$ cat config.mk
export PLATFORM = sky130hd
export DESIGN_NAME = truth_table_sweeper
export DESIGN_NICKNAME = d
export VERILOG_FILES = /design/src/rtl/truth_table_pkg.sv /design/src/rtl/truth_table_sweeper_settle_timer.sv /design/src/rtl/truth_table_sweeper.sv
export SDC_FILE = /design/constraint.sdc
export NUM_CORES = 1
export LEC_CHECK = 0
export ABC_AREA = 0
export CAP_MARGIN = 15
export CORE_MARGIN = 2
export CORE_UTILIZATION = 57
export CTS_BUF_LIST = sky130_fd_sc_hd__clkbuf_4
export DETAILED_ROUTE_END_ITERATION = 6
export PLACE_DENSITY = 0.95
export SLEW_MARGIN = 30
export SYNTH_ARGS = -nofsm -noshare
export SYNTH_HDL_FRONTEND = slang
export SYNTH_SLANG_ARGS = --single-unit
export TNS_END_PERCENT = 20
$ cat constraint.sdc
create_clock -name clk -period 3.9 [get_ports clk]
set_input_delay 0.585 -clock clk [delete_from_list [all_inputs] [get_ports clk]]
set_output_delay 0.585 -clock clk [all_outputs]
set_load 0.05 [all_outputs]
$ cat src/rtl/truth_table_pkg.sv
// ============================================================================
// truth_table_pkg : shared types, sizes and helpers for truth_table_sweeper
// Rev 1.0 - initial release
// ============================================================================
`default_nettype none

package truth_table_pkg;

  typedef enum logic [1:0] {
    IDLE   = 2'd0,
    DRIVE  = 2'd1,
    SAMPLE = 2'd2,
    DONE   = 2'd3
  } state_t;

  localparam int NVEC       = 8;
  localparam int IDX_W      = 3;
  localparam int SETTLE_MAX = 15;
  localparam int CNT_W      = $clog2(SETTLE_MAX + 1);
  localparam int ERR_W      = 4;

  function automatic logic [ERR_W-1:0] popcount8(input logic [NVEC-1:0] v);
    logic [ERR_W-1:0] n;
    n = '0;
    for (int i = 0; i < NVEC; i++) begin
      n = n + ERR_W'(v[i]);
    end
    return n;
  endfunction

endpackage

`default_nettype wire

$ cat src/rtl/truth_table_sweeper_settle_timer.sv
// ============================================================================
// settle_timer : holds off sampling for SETTLE cycles after each DRIVE entry
// Rev 1.0 - initial release
// ============================================================================
`default_nettype none

module settle_timer
  import truth_table_pkg::*;
#(
  parameter int SETTLE = 1
) (
  input  logic clk,
  input  logic rst,
  input  logic load,
  input  logic run,
  output logic expired
);

  logic [CNT_W-1:0] cnt_q;
  logic [CNT_W-1:0] cnt_d;

  // Loaded with SETTLE-1 so that expiry coincides with the last DRIVE cycle.
  always_comb begin
    cnt_d = cnt_q;
    if (load) begin
      cnt_d = CNT_W'(SETTLE - 1);
    end else if (run && (cnt_q != '0)) begin
      cnt_d = cnt_q - CNT_W'(1);
    end
  end

  always_ff @(posedge clk or posedge rst) begin
    if (rst) begin
      cnt_q <= '0;
    end else begin
      cnt_q <= cnt_d;
    end
  end

  assign expired = run && (cnt_q == '0);

endmodule

`default_nettype wire

$ cat src/rtl/truth_table_sweeper.sv
// ============================================================================
// truth_table_sweeper : drives all 8 vectors of a 3-input circuit, captures O,
// compares against a golden table. Option macro: TRUTH_TABLE_ERRCNT_EN (err_cnt)
// Rev 1.0 - initial release
// ============================================================================
`default_nettype none

module truth_table_sweeper
  import truth_table_pkg::*;
#(
  parameter int SETTLE = 1
) (
  input  logic            clk,
  input  logic            rst,
  input  logic            start,
  input  logic            o_in,
  input  logic [NVEC-1:0] expected,
  output logic            a_out,
  output logic            b_out,
  output logic            c_out,
  output logic            busy,
  output logic            done,
  output logic [NVEC-1:0] table_out,
  output logic            match
`ifdef TRUTH_TABLE_ERRCNT_EN
  ,
  output logic [ERR_W-1:0] err_cnt
`endif
);

  state_t             state_q, state_d;
  logic [IDX_W-1:0]   idx_q, idx_d;
  logic [NVEC-1:0]    table_q, table_d;
  logic               match_q, match_d;
  logic               busy_q, busy_d;
  logic               done_q, done_d;
  logic               load;
  logic               expired;
  logic [NVEC-1:0]    table_upd;
  logic               start_acc;
  logic               last_sample;
  logic               final_match;

  settle_timer #(
    .SETTLE (SETTLE)
  ) u_settle (
    .clk     (clk),
    .rst     (rst),
    .load    (load),
    .run     (state_q == DRIVE),
    .expired (expired)
  );

  always_comb begin
    table_upd        = table_q;
    table_upd[idx_q] = o_in;
  end

  assign start_acc   = (state_q == IDLE) && start;
  assign last_sample = (state_q == SAMPLE) && (idx_q == IDX_W'(NVEC - 1));

`ifdef TRUTH_TABLE_ERRCNT_EN
  logic [ERR_W-1:0] err_q, err_d;
  logic [ERR_W-1:0] final_err;

  assign final_err   = popcount8(table_upd ^ expected);
  assign final_match = (final_err == '0);

  always_comb begin
    err_d = err_q;
    if (start_acc) begin
      err_d = '0;
    end else if (last_sample) begin
      err_d = final_err;
    end
  end

  always_ff @(posedge clk or posedge rst) begin
    if (rst) begin
      err_q <= '0;
    end else begin
      err_q <= err_d;
    end
  end

  assign err_cnt = err_q;
`else
  assign final_match = (table_upd == expected);
`endif

  always_comb begin
    state_d = state_q;
    idx_d   = idx_q;
    table_d = table_q;
    match_d = match_q;
    load    = 1'b0;
    case (state_q)
      IDLE: begin
        if (start) begin
          state_d = DRIVE;
          idx_d   = '0;
          table_d = '0;
          match_d = 1'b0;
          load    = 1'b1;
        end
      end
      DRIVE: begin
        if (expired) begin
          state_d = SAMPLE;
        end
      end
      SAMPLE: begin
        table_d = table_upd;
        if (last_sample) begin
          match_d = final_match;
          state_d = DONE;
        end else begin
          idx_d   = idx_q + IDX_W'(1);
          state_d = DRIVE;
          load    = 1'b1;
        end
      end
      default: begin
        state_d = IDLE;
      end
    endcase
    busy_d = (state_d != IDLE);
    done_d = (state_d == DONE);
  end

  always_ff @(posedge clk or posedge rst) begin
    if (rst) begin
      state_q <= IDLE;
      idx_q   <= '0;
      table_q <= '0;
      match_q <= 1'b0;
      busy_q  <= 1'b0;
      done_q  <= 1'b0;
    end else begin
      state_q <= state_d;
      idx_q   <= idx_d;
      table_q <= table_d;
      match_q <= match_d;
      busy_q  <= busy_d;
      done_q  <= done_d;
    end
  end

  // The stimulus is the index itself; it only moves on start or SAMPLE exit.
  assign {a_out, b_out, c_out} = idx_q;
  assign busy      = busy_q;
  assign done      = done_q;
  assign table_out = table_q;
  assign match     = match_q;

endmodule

`default_nettype wire

# Yosys cells after proc, flatten, opt, wreduce, memory -nomap -nowiden

Cells that the tools add are included.

Logic and storage cells: 52
Input port bits: 12
Output and inout port bits: 14
Register bits: 20

Multiplexer cells: 20
Reductions and logical operators: 13
Add/sub/neg operators: 2
Magnitude comparators: 2
Eq/ne operators: 8

Operators with widths:

| operator                                                                      | number |
|---|---|
| 8-bit one-hot mux with 2 select lines                                         | 1 |
| 8-bit bitwise mux                                                             | 1 |
| 8-bit equality test                                                           | 1 |
| 4-bit 2-to-1 mux                                                              | 2 |
| 8-bit 2-to-1 mux                                                              | 1 |
| 2-bit 2-to-1 mux                                                              | 3 |
| 3-bit 2-to-1 mux                                                              | 2 |
| 2-bit != test (second input constant)                                         | 3 |
| 2-bit one-hot mux with 3 select lines                                         | 1 |
| 3-bit one-hot mux with 2 select lines                                         | 1 |
| 3-bit AND reduction                                                           | 2 |
| 2-bit nonzero test                                                            | 3 |
| 1-bit 2-to-1 mux                                                              | 5 |
| 2-bit equality test (second input constant)                                   | 2 |
| 1-bit logical AND                                                             | 4 |
| 4-bit logical NOT                                                             | 1 |
| 3-bit by 4-bit less-than comparator with 1-bit output (second input constant) | 1 |
| 1-bit one-hot mux with 2 select lines                                         | 2 |
| 4-bit nonzero test                                                            | 1 |
| 4-bit by 1-bit subtractor with 4-bit output (second input constant)           | 1 |
| 3-bit by 1-bit adder with 3-bit output (second input constant)                | 1 |
| 1-bit demux with 3-bit select                                                 | 1 |
| 3-bit equality test (second input constant)                                   | 1 |
| 3-bit by 1-bit >= comparator with 1-bit output (second input constant)        | 1 |
| 3 further kinds                                                               | 3 |

# Depth between registers and ports, before layout

Depth in word-level cells: 8
Mapped depth: 7
Mapped depth without buffers: 6

# Hierarchy

A second synthesis with hierarchy kept.

Cells, all modules: 145
Area, all modules: 1330.0 sq um

By module, submodules not included:

| module              | cells each | times used | sequential area each (sq um) | area an instance (sq um) |
|---|---|---|---|---|
| truth_table_sweeper | 118        | 1          | 400.4                        | 1072.3 |
| settle_timer        | 27         | 1          | 100.1                        | 257.7 |

# Worst setup path after synthesis

Ideal clock, no wire load.

Kind: register -> register
Start point: reg idx_q[0]
End point: reg match_q, in the netlist match
Data required time: 3.797 ns
Stages on the path, launching flop included: 7
Period minus slack after synthesis: 2.399 ns
Setup time: 0.103 ns
Setup slack: 1.501 ns
Data arrival time: 2.295 ns
Buffers on the path: 0
Path through: dfrtp_1 > ha_1 > ha_1 > nand3b_1 > o21bai_1 > or4_4 > o41ai_2

Word-level cells in the longest chain between the ends: 8
Elaborated cells on any way between the ends: 13
Those cells by class: order compare: 2; eq/ne: 3; mux: 5; reduce/logical: 3

RTL lines:

| what                                                                                                                                          | RTL line                   | text |
|---|---|---|
| start, declared                                                                                                                               | truth_table_sweeper.sv:32  | `logic [IDX_W-1:0] idx_q, idx_d;` |
| start signal, assigned                                                                                                                        | truth_table_sweeper.sv:141 | `idx_q <= idx_d;` |
| 3-bit by 4-bit less-than comparator with 1-bit output (implied by the code) or 3-bit by 1-bit >= comparator with 1-bit output (tied branches) | truth_table_sweeper.sv:56  | `table_upd[idx_q] = o_in;` |
| 1-bit logical AND (implied by the code)                                                                                                       | truth_table_sweeper.sv:56  |  |
| 1-bit 2-to-1 mux (implied by the code)                                                                                                        | truth_table_sweeper.sv:56  |  |
| 1-bit demux with 3-bit select                                                                                                                 | truth_table_sweeper.sv:56  |  |
| 8-bit bitwise mux                                                                                                                             | truth_table_sweeper.sv:56  |  |
| 8-bit equality test                                                                                                                           | truth_table_sweeper.sv:88  | `assign final_match = (table_upd == expected);` |
| 1-bit 2-to-1 mux                                                                                                                              | truth_table_sweeper.sv:114 | `if (last_sample) begin` |
| 1-bit one-hot mux with 2 select lines                                                                                                         | truth_table_sweeper.sv:97  | `case (state_q)` |
| end signal, assigned                                                                                                                          | truth_table_sweeper.sv:143 | `match_q <= match_d;` |
| end, declared                                                                                                                                 | truth_table_sweeper.sv:34  | `logic match_q, match_d;` |

Several ways; a longest one is shown, not always the timed one. The select of a mux whose other input is x is not followed.
A chain may end at the register's enable or synchronous reset.

# Final worst setup path

Start point: reg idx_q[1]
End point: reg match_q, in the netlist match

The elaborated chain is that of the path after synthesis.

==> results.md <==
- Seq. cell area: 500 sq um
- Initial core utilization: 0.606
- Post-DP HPWL: 2.24 mm
- Vias in the first global route: 1092
- Post-route clock skew: 8.21 ps
- Synth cell types: 43
- FFs w/ async S/R, synth: 1.00
- Crit Path Max Fanout: 17
- Area of the multi-input gates: 756 sq um
- Fin crit period: 2570 ps
- Worst Setup Slack post-DPL: 1410 ps
- CP Cell Sequence: ha_1 -> ha_1 -> nand3b_1 -> o21bai_1 -> or4_4 -> o41ai_2
- Yosys reg bits: 20
- Count of buffers from port buffering: 25
- Vias: 1158
- Sequential fraction of the synthesis area: 0.373
- Final worst-path cycle share: 0.660
- Area Growth Syn to Fin: 22.2%
- Post-synth net total: 150
- Post-route ant nets: 0
- Most frequent cells in the layout: 25 x clkdlybuf4s50_1, 20 x dfrtp_1, 10 x inv_1
- EDFF count, synth: 0
- Synthesis warning total: 0
- DRT Pass-1 Iters: 4
- R2R setup slack: 1330 ps
- Num rows: 17
- Clk_lat worst skew: 320 ps
- Post-synthesis cell count: 135
- Setup Buffers After CTS: 0
- Non-filler cells, final: 184
- Hold depth: 2
- WL per Instance: 17.8 um
- Reg2reg end: match
- Total GRT Usage: 0.261
- R2r worst-path depth: 6
- Drt total wl: 3.28 mm
- DR DRC count: 0
- Fraction of layout cells with a size suffix above 1: 0.135
- Nets@finish: 172
- Cell mode on critical path: ha_1
- DR iter-0 viols: 45
- Hold Crit Endpoint: match
- N_diodes: 0
- CP delay by family, top: flip-flops
- Mean Syn Cell Area: 9.94 sq um
- Leak: 0.713 nW
- RePlAce Congestion: 0.842
- Hold Path Class: reg -> reg
- CP Launch Type: register
- Slew @ Worst Pin: 774 ps
- Switching Fraction: 0.429
- Wire length of the first global-routing pass: 5.23 mm
- Post-CTS Hold Fix Bufs: 0
- Commonest non-fill, non-tap cell in the layout: clkdlybuf4s50_1
- Final hold vios: 0
- Setup Crit Path Kind: reg -> reg
- Unrepaired setup endpoints after global routing: no
- Antenna violations before repair: 0
- Clk buf depth: 2
- RR Startpoint: idx_q[1]
- Final WS setup: 1330 ps
- Clock root cell: clkbuf_4
- Post-CTS sizing: 0
- Clock Power Share: 0.185
- Tightest slew margin relative to the limit: 0.483
- Power density cells: 579 nW/um^2
- Crit-path slowest cell: dfrtp_1
- Die ar.: 2760 sq um
- Most used DFF post-synth: dfrtp_1
- Max Slew Vio Count: 0
- Routed vias/inst: 6.29
- Inst Count DP: 180
- H-tree Lvls: 1
- VDD IR max: 0.438 mV
- Die Wd: 52.5 um
- Cts bufs inserted: 3
- Setup-failing EPs final: 0
- Gate power share: 0.449
- Crit-path max cell delay: 730 ps
- Pint: 0.542 mW
- Synthesized area: 1340 sq um
- CTS tree: yes
- Hold slack: 561 ps
- Core area: 2210 sq um
- Fmax: 389 MHz
- Seq pwr share: 0.366
- Pwr Total: 0.949 mW
- Die Height: 52.5 um
- Psw: 0.407 mW
- Gr ovfl total: 0
- HP Start: match
- Worst EP arrival: 2810 ps
- Clk slew on worst S/H paths: 130 ps
- Boundary pin count: 26
- Status: completed
- CP Capture Type: register
- Sink Count: 20
- Pin count of the biggest net entering global routing: 21
- Max Cap Viol: 0
- CP required: 4130 ps
- Fin Setup TNS: 0 ps
- Fill count: 169
- CP bufs+invs: 0
-- worst max-delay path by stage --
stage	slack [ps]	from	to	cells after the start
detailed placement	1410	idx_q[1]	match	6
finish	1330	idx_q[1]	match	6
CTS	1340	idx_q[2]	a_out	1
floorplan	1500	idx_q[0]	match	6
global route	1230	idx_q[1]	match	6
global placement	1500	o_in	match	5
-- Yosys cell counts (3+ instances only) --
| cell type | n | area, sq um |
|---|---|---|
| a21oi_1 | 6 | 30.0 |
| a22o_1 | 9 | 78.8 |
| clkbuf_1 | 5 | 18.8 |
| dfrtp_1 | 20 | 500 |
| ha_1 | 3 | 37.5 |
| inv_1 | 10 | 37.5 |
| mux2_2 | 6 | 67.6 |
| mux2i_1 | 4 | 40.0 |
| nand2_1 | 4 | 15.0 |
| nand3_1 | 3 | 15.0 |
| nand3b_1 | 8 | 60.1 |
| nor2_1 | 5 | 18.8 |
| o22ai_1 | 4 | 25.0 |
| or3b_2 | 3 | 26.3 |
| xnor2_1 | 4 | 35.0 |
| xor2_1 | 6 | 52.6 |
-- logic make-up after synthesis --
logic type | share of synthesized area
and+or+nand+nor | 0.201
AOI/OAI and AO/OA | 0.188
DFF | 0.373
buffers and inverters | 0.0634
xor gates and xnor gates | 0.0653
muxes | 0.0802
adders and majority gates | 0.0280
-- state kept, by name, indices dropped and copies added (netlist names) --
name / cells
idx_q: 3
u_settle.cnt_q: 4
match: 1
table_out: 8
done: 1
busy: 1
state_q: 2
-- per-layer routing --
layer	wire (um)	GRT usage	vias up
met5	0	0	-
met4	48	0.0726	0
met3	184	0.0543	8
met2	1580	0.421	47
met1	1470	0.355	559
li1	-	-	544
-- layout make-up --
cell class                      instances  share of cell area
Timing Repair Buffer                   26               0.157
Sequential cell                        20               0.305
Clock inverter                          1              0.0183
Inverter                               10              0.0229
Tap cell                               28              0.0214
Clock buffer                            3              0.0137
Multi-Input combinational cell         96               0.461
-- stage by stage --
stage          cell area (sq um)   util
6_report                    1640  0.741
2_1_floorplan               1340      -
3_5_place_dp                1590  0.717
3_3_place_gp                1590  0.717
4_1_cts                     1640  0.741
5_1_grt                     1640  0.741
-- worst reg2reg max path: stages (launching register included) --
cell      delay, ps
dfrtp_1         730
ha_1            260
ha_1            280
nand3b_1        150
o21bai_1        220
or4_4           520
o41ai_2         320
-- power by group through the flow --
stage               clock network (mW)  logic, mW  registers (mW)
floorplan                            0      0.295           0.356
global placement                     0      0.398           0.340
detailed placement                   0      0.419           0.348
CTS                              0.178      0.425           0.344
global route                     0.185      0.464           0.356
finish                           0.176      0.427           0.347
Power figures use the tool's default switching activity.
==> patch: new RTL, same settings <==
Change the package constant `NVEC` from 8 to 4.
--- a/src/rtl/truth_table_pkg.sv
+++ b/src/rtl/truth_table_pkg.sv
@@ -13,7 +13,7 @@
     DONE   = 2'd3
   } state_t;
 
-  localparam int NVEC       = 8;
+  localparam int NVEC       = 4;
   localparam int IDX_W      = 3;
   localparam int SETTLE_MAX = 15;
   localparam int CNT_W      = $clog2(SETTLE_MAX + 1);
Ports: changed (resized expected and table_out); port bits go from 26 to 18. The function was not compared with the original's and may differ.
==> patch against the original RTL <==
  * Sequential cell count decreased by 4
  * Synthesized cell count down 29%
  * Routed wire length decreased by 44%
  * Worst setup slack improved by 410 ps
  * Largest cell class unchanged
  * First-iteration DRC count decreased by 76%
  * Total power shrank 13%
  * Largest power group unchanged
  * Area after synthesis decreased by 26%
  * Global-route usage shrank 4.3 points
  * Clock skew about the same
  * Critical endpoint is now a_out
  * Clock power shrank 51%
  * Design area down 28%
==> patch: results (changes against the original RTL) <==
top sig layer -> met4
met3 Track Usage GR -> 0.0675 (+0.0132)
FF+latch area -> 400 sq um (-20%)
largest net degree at the start of global routing -> 17 (-19%)
Leakage -> 0.536 nW (-25%)
WL/cell -> 14.0 um (-21%)
clk slew on worst S/H paths -> 90 ps (-40 ps)
r2r worst-path depth -> 7 (+1)
Synth Area in XOR/XNOR -> 0.0444 (-0.0209)
routed vias/inst -> 5.66 (-10%)
post-synthesis mux area share -> 0.0558 (-0.0245)
hpwl dp -> 1440 um (-35%)
Worst VDD drop -> 427 uV (-2.5%)
Syn Area/Cell -> 10.3 sq um (+3.5%)
GR Util All Layers -> 0.219 (-0.0426)
outcome -> finished, final reports clean
Yosys cell types -> 33 (-23%)
Initial DRT Pass Iterations -> 4 (unchanged)
Clock Skew -> 8.49 ps (+0.280 ps)
YS warnings -> 0 (unchanged)
synth cell count leaders -> 16 x dfrtp_1, 7 x a22o_1, 7 x ha_1, 7 x inv_1, 7 x nor2b_1
grt met1 use -> 0.274 (-0.0804)
Layout fillers -> 114 (-33%)
fraction of layout cells with a size suffix above 1 -> 0.123 (-0.0118)
worst slew pin tran -> 566 ps (-208 ps)
Slowest-stage cell, CP -> clkdlybuf4s50_1
port bufs -> 17 (-32%)
adder-cell share of the synthesized area -> 0.0887 (+0.0607)
Crit Path Max Fanout -> 7 (-10)
Seq/Total Area, Yosys -> 0.406 (+0.0324)
Clock Latency Late Sink -> 280 ps (-40 ps)
family with the most delay on the worst path -> buffers and inverters
via count -> 741 (-36%)
met2 Use GR -> 0.349 (-0.0715)
RePlAce Congestion -> 0.806 (-4.3%)
WP data arrival -> 1580 ps (-1230 ps)
placed cell areas -> 1160 sq um (-27%)
dpl cells -> 127 (-29%)
post-cts sizing count -> 0 (unchanged)
syn nets -> 111 (-26%)
M1 WL -> 805 um (-45%)
Detail Route met3 WL -> 78 um (-58%)
hold depth -> 2 (unchanged)
Compound-Gate Fraction of Synth Area -> 0.190 (+0.00168)
CP peak stage delay -> 840 ps (+110 ps)
first-pass GRT wire length -> 3230 um (-38%)
dpl ws -> 1900 ps (+497 ps)
Synth area leaders -> dfrtp_1 41%, ha_1 8.9%, a22o_1 6.2%, nor2b_1 4.4%, mux2_2 3.4%
WL met2 -> 911 um (-42%)
Initial DRC Count -> 11 (-76%)
## patch: cell types whose count changed after synthesis, moves of 3 or more
cell / delta
ha_1: +4
clkbuf_1: -4
dfrtp_1: -4
o22ai_1: -4
nor2b_1: +6
mux2i_1: -3
mux2_2: -3
or3b_2: -3
inv_1: -3
nand3b_1: -8
xor2_1: -4
## patch: final cells by class
type	instances	area share
timing repair buffer	17	0.144
multi-input combinational	69	0.452
sequential	16	0.338
inverter	8	0.0264
clock inverter	1	0.00317
clock buffer	3	0.0190
tap	17	0.0180
## patch: final timing paths
path	slack, ps	end	startpoint
setup / recovery	1740	a_out	idx_q[2]
hold / removal	520	match	match
setup reg to reg	2020	match	idx_q[1]
hold reg to reg	520	match	match
max in group asynchronous	2870	state_q[1]	rst
min in group asynchronous	650	match	rst
## patch: report_power, final
part	internal (mW)	total [mW]	switching [mW]
Clock	0.0371	0.0854	0.0482
Sequential	0.210	0.276	0.0662
Combinational	0.192	0.463	0.271
Total	0.439	0.824	0.385
